$ cat src/rtl/audio_gain_pkg.sv
// Shared widths, saturation limits and sequencer states for the output gain stage.
package audio_gain_pkg;
  localparam int DW    = 18;
  localparam int GW    = 16;
  localparam int FRAC  = 14;
  localparam int UNITY = 16384;
  localparam int PW    = DW + GW + 1;

  localparam logic signed [DW-1:0] SMAX = {1'b0, {(DW-1){1'b1}}};
  localparam logic signed [DW-1:0] SMIN = {1'b1, {(DW-1){1'b0}}};

  typedef enum logic [1:0] {IDLE, MUL_L, MUL_R} state_e;
endpackage

$ cat src/rtl/audio_gain_ramp_if.sv
// Sample/gain/status bundle between the filter/ioports side and the gain stage.
interface audio_gain_ramp_if;
  import audio_gain_pkg::*;

  logic                 data_en;
  logic signed [DW-1:0] left_in;
  logic signed [DW-1:0] right_in;
  logic [GW-1:0]        gain_target;
  logic                 mute;
  logic                 flags_clr;
  logic signed [DW-1:0] left_out;
  logic signed [DW-1:0] right_out;
  logic                 out_valid;
  logic [GW-1:0]        gain_now;
  logic [1:0]           sat_flags;
  logic                 overrun;

  modport master (
    output data_en, left_in, right_in, gain_target, mute, flags_clr,
    input  left_out, right_out, out_valid, gain_now, sat_flags, overrun
  );
  modport slave (
    input  data_en, left_in, right_in, gain_target, mute, flags_clr,
    output left_out, right_out, out_valid, gain_now, sat_flags, overrun
  );
endinterface

$ cat src/rtl/audio_gain_ramp_mul_round_sat.sv
// Signed sample x unsigned Q2.14 gain, round half up, clamp to the sample range.
module mul_round_sat
  import audio_gain_pkg::*;
(
  input  logic signed [DW-1:0] sample,
  input  logic [GW-1:0]        gain,
  output logic signed [DW-1:0] result,
  output logic                 sat
);
  logic signed [PW-1:0]    prod;
  logic signed [PW-1:0]    shifted;
  logic [PW-DW:0]          hi;

  always_comb begin
    prod    = $signed({{(GW+1){sample[DW-1]}}, sample}) * $signed({{DW{1'b0}}, 1'b0, gain});
    shifted = (prod + $signed({{(PW-FRAC){1'b0}}, 1'b1, {(FRAC-1){1'b0}}})) >>> FRAC;
    // In range only when every bit above the result's sign bit matches it.
    hi      = shifted[PW-1:DW-1];
    sat     = !((&hi) || !(|hi));
    result  = shifted[DW-1:0];
    if (sat) result = shifted[PW-1] ? SMIN : SMAX;
  end
endmodule

$ cat src/rtl/audio_gain_ramp.sv
// Stereo gain stage: per-strobe linear gain ramp, one multiplier shared L then R.
module audio_gain_ramp
  import audio_gain_pkg::*;
#(
  parameter logic [GW-1:0] RAMP_STEP = 16
) (
  input  logic              clock,
  input  logic              reset_n,
  audio_gain_ramp_if.slave  io
);
  state_e               state_q, state_d;
  logic [GW-1:0]        gain_q, gain_d, eff, diff;
  logic signed [DW-1:0] l_smp_q, l_smp_d, r_smp_q, r_smp_d, l_res_q, l_res_d;
  logic signed [DW-1:0] l_out_q, l_out_d, r_out_q, r_out_d;
  logic                 vld_q, vld_d, ovr_q, ovr_d;
  logic [1:0]           sat_q, sat_d;
  logic signed [DW-1:0] mul_in, mul_res;
  logic                 mul_sat;

  assign mul_in = (state_q == MUL_R) ? r_smp_q : l_smp_q;

  mul_round_sat u_mul (.sample(mul_in), .gain(gain_q), .result(mul_res), .sat(mul_sat));

  always_comb begin
    state_d = state_q;
    gain_d  = gain_q;
    l_smp_d = l_smp_q;
    r_smp_d = r_smp_q;
    l_res_d = l_res_q;
    l_out_d = l_out_q;
    r_out_d = r_out_q;
    vld_d   = 1'b0;
    // Clear first so a same-cycle set below takes priority.
    sat_d   = io.flags_clr ? 2'b00 : sat_q;
    ovr_d   = io.flags_clr ? 1'b0 : ovr_q;
    eff     = io.mute ? '0 : io.gain_target;
    diff    = (eff > gain_q) ? (eff - gain_q) : (gain_q - eff);
    case (state_q)
      IDLE: if (io.data_en) begin
        state_d = MUL_L;
        l_smp_d = io.left_in;
        r_smp_d = io.right_in;
        if (diff <= RAMP_STEP)  gain_d = eff;
        else if (eff > gain_q)  gain_d = gain_q + RAMP_STEP;
        else                    gain_d = gain_q - RAMP_STEP;
      end
      MUL_L: begin
        state_d = MUL_R;
        l_res_d = mul_res;
        if (mul_sat)    sat_d[0] = 1'b1;
        if (io.data_en) ovr_d    = 1'b1;
      end
      MUL_R: begin
        state_d = IDLE;
        l_out_d = l_res_q;
        r_out_d = mul_res;
        vld_d   = 1'b1;
        if (mul_sat)    sat_d[1] = 1'b1;
        if (io.data_en) ovr_d    = 1'b1;
      end
      default: state_d = IDLE;
    endcase
  end

  always_ff @(posedge clock or negedge reset_n) begin
    if (!reset_n) begin
      state_q <= IDLE;
      gain_q  <= '0;
      l_smp_q <= '0;
      r_smp_q <= '0;
      l_res_q <= '0;
      l_out_q <= '0;
      r_out_q <= '0;
      vld_q   <= 1'b0;
      sat_q   <= 2'b00;
      ovr_q   <= 1'b0;
    end else begin
      state_q <= state_d;
      gain_q  <= gain_d;
      l_smp_q <= l_smp_d;
      r_smp_q <= r_smp_d;
      l_res_q <= l_res_d;
      l_out_q <= l_out_d;
      r_out_q <= r_out_d;
      vld_q   <= vld_d;
      sat_q   <= sat_d;
      ovr_q   <= ovr_d;
    end
  end

  assign io.left_out  = l_out_q;
  assign io.right_out = r_out_q;
  assign io.out_valid = vld_q;
  assign io.gain_now  = gain_q;
  assign io.sat_flags = sat_q;
  assign io.overrun   = ovr_q;
endmodule
$ cat src/flat_wrapper.sv
// flat-port wrapper written by rule: the top's interface ports become plain ports
module audio_gain_ramp_flat import audio_gain_pkg::*;
#(
  parameter logic [GW-1:0] RAMP_STEP = 16
)
  (clock, reset_n, io_data_en, io_left_in, io_right_in, io_gain_target, io_mute, io_flags_clr, io_left_out, io_right_out, io_out_valid, io_gain_now, io_sat_flags, io_overrun);
  audio_gain_ramp_if io_i ();
  input  logic clock;
  input  logic reset_n;
  input wire logic [$bits(io_i.data_en)-1:0] io_data_en;
  input wire logic [$bits(io_i.left_in)-1:0] io_left_in;
  input wire logic [$bits(io_i.right_in)-1:0] io_right_in;
  input wire logic [$bits(io_i.gain_target)-1:0] io_gain_target;
  input wire logic [$bits(io_i.mute)-1:0] io_mute;
  input wire logic [$bits(io_i.flags_clr)-1:0] io_flags_clr;
  output wire logic [$bits(io_i.left_out)-1:0] io_left_out;
  output wire logic [$bits(io_i.right_out)-1:0] io_right_out;
  output wire logic [$bits(io_i.out_valid)-1:0] io_out_valid;
  output wire logic [$bits(io_i.gain_now)-1:0] io_gain_now;
  output wire logic [$bits(io_i.sat_flags)-1:0] io_sat_flags;
  output wire logic [$bits(io_i.overrun)-1:0] io_overrun;
  assign io_i.data_en = io_data_en;
  assign io_i.left_in = io_left_in;
  assign io_i.right_in = io_right_in;
  assign io_i.gain_target = io_gain_target;
  assign io_i.mute = io_mute;
  assign io_i.flags_clr = io_flags_clr;
  assign io_left_out = io_i.left_out;
  assign io_right_out = io_i.right_out;
  assign io_out_valid = io_i.out_valid;
  assign io_gain_now = io_i.gain_now;
  assign io_sat_flags = io_i.sat_flags;
  assign io_overrun = io_i.overrun;
  audio_gain_ramp #(.RAMP_STEP(RAMP_STEP)) u_core (.clock(clock), .reset_n(reset_n), .io(io_i));
endmodule
$ cat config.mk
export PLATFORM = sky130hd
export DESIGN_NAME = audio_gain_ramp_flat
export DESIGN_NICKNAME = d
export VERILOG_FILES = /design/src/rtl/audio_gain_pkg.sv /design/src/rtl/audio_gain_ramp_if.sv /design/src/rtl/audio_gain_ramp_mul_round_sat.sv /design/src/rtl/audio_gain_ramp.sv /design/src/flat_wrapper.sv
export SDC_FILE = /design/constraint.sdc
export NUM_CORES = 1
export LEC_CHECK = 0
export CORE_MARGIN = 1.5
export CORE_UTILIZATION = 55
export DETAILED_ROUTE_END_ITERATION = 6
export PLACE_DENSITY = 0.81
export SYNTH_ARGS = -nofsm -noshare
export SYNTH_HDL_FRONTEND = slang
export SYNTH_SLANG_ARGS = --single-unit
$ cat constraint.sdc
create_clock -name clock -period 9.1 [get_ports clock]
set_input_delay 0.91 -clock clock [delete_from_list [all_inputs] [get_ports clock]]
set_output_delay 0.91 -clock clock [all_outputs]
set_load 0.01 [all_outputs]
* After elaboration in Yosys (flattened, before gate mapping)
Cells that the tools add are included.
** Storage, ports and cells
- Bits in registers :: 112
- Input port bits :: 57
- Logic and storage cells :: 46
** Operators by class
- Order comparisons :: 2
- Multiply operators :: 1
- Reduce and logical (&&, ||, !) cells :: 7
- Mux-type cells :: 18
- Equal/unequal tests :: 3
- Add/subtract/negate cells :: 5
** Operators by type and width (count)
- 16-bit two-way mux :: 4
- 18-bit two-way mux :: 3
- 35-bit by 15-bit adder with 35-bit output (second input constant) :: 1
- 18-bit by 17-bit multiplier with 35-bit output :: 1
- 16-bit subtractor :: 2
- 16-bit by 5-bit adder with 16-bit output (second input constant) :: 1
- 16-bit > comparator :: 1
- 16-bit by 5-bit less-or-equal comparator with 1-bit output (second input constant) :: 1
- 16-bit by 5-bit subtractor with 16-bit output (second input constant) :: 1
- 1-bit two-way mux :: 8
- 2-bit two-way mux :: 2
- 2-bit case mux with 2 select lines :: 1
- 4-bit AND reduction :: 1
- 4-bit OR reduction :: 1
- 2-bit by 1-bit == test with 1-bit output (second input constant) :: 1
- 2-bit == test (second input constant) :: 1
- 2-bit logical NOT :: 1
- 2-bit != test (second input constant) :: 1
- 2-bit AND reduction :: 1
- 2-bit OR reduction :: 1
- 1-bit logical NOT :: 1
- 1-bit logical OR :: 1

* Depth between registers and ports, before layout
- Depth after elaboration :: 9
- Mapped depth :: 31
- Depth with buffers taken out :: 28

* Modules after synthesis
From an unflattened synthesis, not the netlist that was laid out.
** Unflattened totals
- Cell total of the unflattened synthesis :: 2003
- Area, all modules :: 18562.8 µm²
** Modules (own cells, without submodules)
- mul_round_sat :: cells each 1294, area each 11622.4 µm², times used 1, seq. area each 0.0 µm²
- audio_gain_ramp :: cells each 709, area each 6940.4 µm², times used 1, seq. area each 2802.7 µm²

* Worst setup path before layout
Ideal clock, no wire load.
- Path kind :: reg-to-reg
- Start :: register u_core.state_q[0]
- End :: register u_core.l_res_q[15]
- Path slack :: 1.117 ns
- Clock period less this slack :: 7.983 ns
- Setup time :: 0.147 ns
- Path buffers :: 4
- Data arrival time :: 7.837 ns
- Cell stages (with the launch flop) :: 29
- Cell sequence :: dfrtp_1 -> inv_1 -> ha_1 -> buf_2 -> clkbuf_1 -> buf_1 -> mux2i_1 -> nor2_1 -> fa_1 -> inv_1 -> fa_1 -> fa_1 -> inv_1 -> fa_1 -> fa_1 -> inv_1 -> fa_1 -> inv_1 -> ha_1 -> and4_1 -> and3_1 -> a221oi_1 -> a21boi_1 -> a31oi_1 -> mux2i_1 -> o21ai_0 -> a31oi_2 -> buf_2 -> a311oi_1
** Between the ends
- Longest elaborated chain between the ends :: 8
** Ends and longest elaborated chain
- start, declared :: line audio_gain_ramp.sv:11 : state_e state_q, state_d;
- start signal, assigned :: line audio_gain_ramp.sv:78 : state_q <= state_d;
- 2-bit == test :: line audio_gain_ramp.sv:20 : assign mul_in = (state_q == MUL_R) ? r_smp_q : l_smp_q;
- 18-bit two-way mux :: line audio_gain_ramp.sv:20
- 18-bit by 17-bit multiplier with 35-bit output :: line audio_gain_ramp_mul_round_sat.sv:15 : prod = $signed({{(GW+1){sample[DW-1]}}, sample}) * $signed({{DW{1'b0}}, 1'b0, gain});
- 35-bit by 15-bit adder with 35-bit output :: line audio_gain_ramp_mul_round_sat.sv:16 : shifted = (prod + $signed({{(PW-FRAC){1'b0}}, 1'b1, {(FRAC-1){1'b0}}})) >>> FRAC;
- 4-bit OR reduction :: line audio_gain_ramp_mul_round_sat.sv:19 : sat = !((&hi) || !(|hi));
- 1-bit logical NOT :: line audio_gain_ramp_mul_round_sat.sv:19
- 1-bit logical OR :: line audio_gain_ramp_mul_round_sat.sv:19
- 18-bit two-way mux :: line audio_gain_ramp_mul_round_sat.sv:21 : if (sat) result = shifted[PW-1] ? SMIN : SMAX;
- end signal, assigned :: line audio_gain_ramp.sv:82 : l_res_q <= l_res_d;
- end, declared :: line audio_gain_ramp.sv:13 : logic signed [DW-1:0] l_smp_q, l_smp_d, r_smp_q, r_smp_d, l_res_q, l_res_d;
Parallel ways exist; a longest one is shown, timed or not.
A chain may end at the register's enable or synchronous reset.

* Final worst setup path
- Start :: register u_core.state_q[0]
- End :: register u_core.l_res_q[2]
The elaborated chain is that of the path after synthesis.

==> metrics.md <==
| Metric | Value |
|---|---|
| Number of distinct library cells after synthesis | 79 |
| End point of the critical path | u_core.l_res_q[2]$_DFFE_PN0N_ |
| R2R Path Start | u_core.state_q[0]$_DFFE_PN0P_ |
| Maximum fanout count along the critical path | 16 |
| Layout cell share with drive strength beyond 1 | 0.0749 |
| Total of max-cap violations | 0 |
| Setup TNS | 0 ns |
| Final slew viol count | 0 |
| Number of standard-cell rows in the floorplan | 66 |
| Routed wire length per instance | 20.2 um |
| Die Area | 34000 um2 |
| Setup repair after global routing missed its margin | no |
| Kind of start point of the critical path | register |
| Fraction of the yosys area taken by sequential cells | 0.155 |
| Crit Path Category | reg -> reg |
| EDFF count, synth | 0 |
| Depth of the worst register-to-register path | 25 |
| Number of antenna violations at the first check in global routing | 1 |
| Maximum number of pins on one net before global-route repair | 85 |
| Clock Tree Buf Depth | 2 |
| Library cell used as clock root buffer | clkbuf_16 |
| Number of synthesized register bits | 112 |
| RePlAce Congestion | 1.01 |
| Count of pins on the block boundary | 113 |
| Count of routing violations after the opening detailed-route iteration | 1155 |
| Tightest slew margin relative to the limit | 0.275 |
| Reg2Reg Capture Point | u_core.l_res_q[2]$_DFFE_PN0N_ |
| Tightest Pin Transition | 1.09 ns |
| Mapped cell area | 18100 um2 |
| Setup WS post-layout | 0.654 ns |
| All-Layer GR Usage | 0.315 |
| Detailed placer's ending HPWL | 41300 um |
| Clock Sink Count | 112 |
| Final min period | 8.45 ns |
| Data required time at the worst endpoint | 9.32 ns |
| Total CTS buffers | 9 |
| Max stage delay on crit path | 0.78 ns |
| Source of the critical timing path | u_core.state_q[0]$_DFFE_PN0P_ |
| Most common library cell in the layout ignoring fill and taps | inv_1 |
| First-pass GRT wire length | 81900 um |
| H-tree depth | 3 |
| Share of async-settable or async-resettable flops after synthesis | 1.00 |
| Post-CTS resize count | 0 |
| Mean Syn Cell Area | 9.19 um2 |
| Number of hold-slack violations in the final timing report | 0 |
| Worst Setup Slack post-DPL | 0.767 ns |
| Post-synth top area share | 0.326 |
| Area taken by flip-flops and latches | 2800 um2 |
| Net count of the mapped netlist | 2467 |
| Final nets | 2551 |
| Post-detailed-route count of antenna-violating nets | 0 |
| Most Frequent Cell on Critical Path | fa_1 |
| Clk pin slew, worst setup/hold paths | 0.08 ns |
| Die boundary height | 184 um |
| Post-CTS setup buffer count | 0 |
| CTS tree | yes |
| Syn. warnings | 0 |
| Commonest cells after routing, fill and taps aside | 423 x inv_1, 295 x fa_1, 237 x nor2_1 |
| Number of fill cells in the layout | 2602 |
| Hold buffer count at cts | 0 |
| Die W | 184 um |
| P&R area growth vs syn | 10.8% |
| Initial core utilization | 0.558 |
| Finish-stage setup viols | 0 |
| Cells taking the most area after synthesis | fa_1 33%, dfrtp_1 15%, ha_1 10% |
| Core area | 32500 um2 |
| Multi-input combinational cell area | 13400 um2 |
| Max stage delay cell, worst path | fa_1 |
| Share of the clock period used by the worst path after layout | 0.928 |
| Final global-route overflow total | 0 |
| Status | finished clean |
| CP Data Arrival Time | 8.67 ns |
| Nature of the critical path endpoint | register |
| Synth area leader | fa_1 |
| Via count of the first global-routing pass | 15300 |
| Vias per cell | 5.81 |
| Worst-Skew Late Latency | 0.37 ns |
| Commonest register cell after synthesis | dfrtp_1 |
| Post-route DRC violation count | 0 |
| Worst Clk Skew | 0.0105 ns |
| Port-buffer cells | 112 |
| Final WL | 50600 um |
| Maximum frequency from static timing analysis | 0.118 GHz |
| Hold Path Class | in -> async |
| Vias after detailed routing | 14500 |
| Drt pass-1 iters | 6 |
| Inserted Diodes | 0 |
| Post-synthesis instance total | 1968 |
| R2r setup slk | 0.65 ns |
## cells in the mapped netlist, types with 3 or more instances
cell / number
inv_1: 423
mux2i_1: 26
o311ai_1: 3
a311oi_1: 39
xnor2_1: 29
o31ai_1: 6
o211ai_1: 9
and3_1: 9
fa_1: 295
nand2_1: 154
mux2_2: 70
nand2b_1: 27
nand3_1: 17
nor3_2: 3
nor3_1: 17
nor2_1: 237
or2_2: 3
xor2_1: 13
dfrtp_1: 112
a31oi_1: 5
ha_1: 147
nor2b_1: 11
o21a_1: 12
o31a_1: 4
clkinv_1: 7
nand4_1: 18
clkbuf_1: 52
a2111oi_2: 3
a21o_1: 29
buf_4: 5
o22ai_1: 4
a211oi_1: 7
a221o_1: 3
a21boi_0: 3
buf_2: 10
o21ai_1: 4
and2_1: 11
a21oi_1: 51
nor4_1: 5
o21bai_1: 7
o21ai_0: 25
buf_1: 4
## kinds of logic (layout without fill, tap and decap cells)
kind of cell    count (synthesis)  after routing  synth area share
buf+inv                       503            592             0.107
simple gates                  529            529             0.132
xor+xnor                       42             42            0.0203
compound gates                243            243            0.0985
mux                            97             97            0.0592
flops                         112            112             0.155
fa+ha+maj                     442            442             0.428
## worst max-delay path, delay by kind of cell, from the launching register on
family | cells | cell delay, ns
compound gates | 9 | 2.11
fa+ha+maj | 8 | 3.85
buf+inv | 5 | 0.87
flops | 1 | 0.40
mux | 2 | 0.83
simple gates | 1 | 0.21
## through the flow
stage          hold slack, ns  instances  cell area [um2]   util
2_1_floorplan           0.475       1968            18100      -
6_report                0.466       2499            20000  0.618
5_1_grt                 0.486       2499            20000  0.618
3_3_place_gp            0.491       2483            19700  0.608
4_1_cts                 0.467       2499            20000  0.618
3_5_place_dp            0.497       2483            19700  0.608
## cell type report
type,instances,share of cell area
Timing Repair Buffer,146,0.0685
Multi-Input combinational cell,1353,0.667
Clock buffer,10,0.0119
Clock inverter,6,0.00418
Inverter,430,0.0805
Tap cell,442,0.0276
Sequential cell,112,0.140
## worst min path at each step
| stage | to | slack [ns] | cells after the start |
|---|---|---|---|
| floorplan | u_core.r_smp_q[17]$_DFFE_PN0P_ | 0.47 | 1 |
| global placement | u_core.io.left_out[9]$_DFFE_PN0P_ | 0.49 | 1 |
| detailed placement | u_core.io.left_out[7]$_DFFE_PN0P_ | 0.50 | 1 |
| CTS | u_core.state_q[1]$_DFFE_PN0P_ | 0.47 | 1 |
| global route | u_core.state_q[1]$_DFFE_PN0P_ | 0.49 | 1 |
| finish | u_core.l_smp_q[3]$_DFFE_PN0P_ | 0.47 | 1 |
## registers in the layout, summed over array words and instances (netlist names)
register             count
u_core.io.left_out      18
u_core.io.right_out     18
u_core.l_res_q          18
u_core.l_smp_q          18
u_core.r_smp_q          18
u_core.io.gain_now      16
u_core.io.sat_flags      2
u_core.state_q           2
u_core.io.out_valid      1
u_core.io.overrun        1
## per-layer routing
layer | part of all wire | vias up | track usage
li1 | - | 6390 | -
met1 | 0.39 | 7222 | 0.398
met2 | 0.47 | 717 | 0.515
met3 | 0.087 | 178 | 0.0686
met4 | 0.052 | 0 | 0.150
met5 | 0 | - | 0
Power is not shown: default switching activity piles up to over one toggle a cycle in this logic, so the estimate is an artifact.
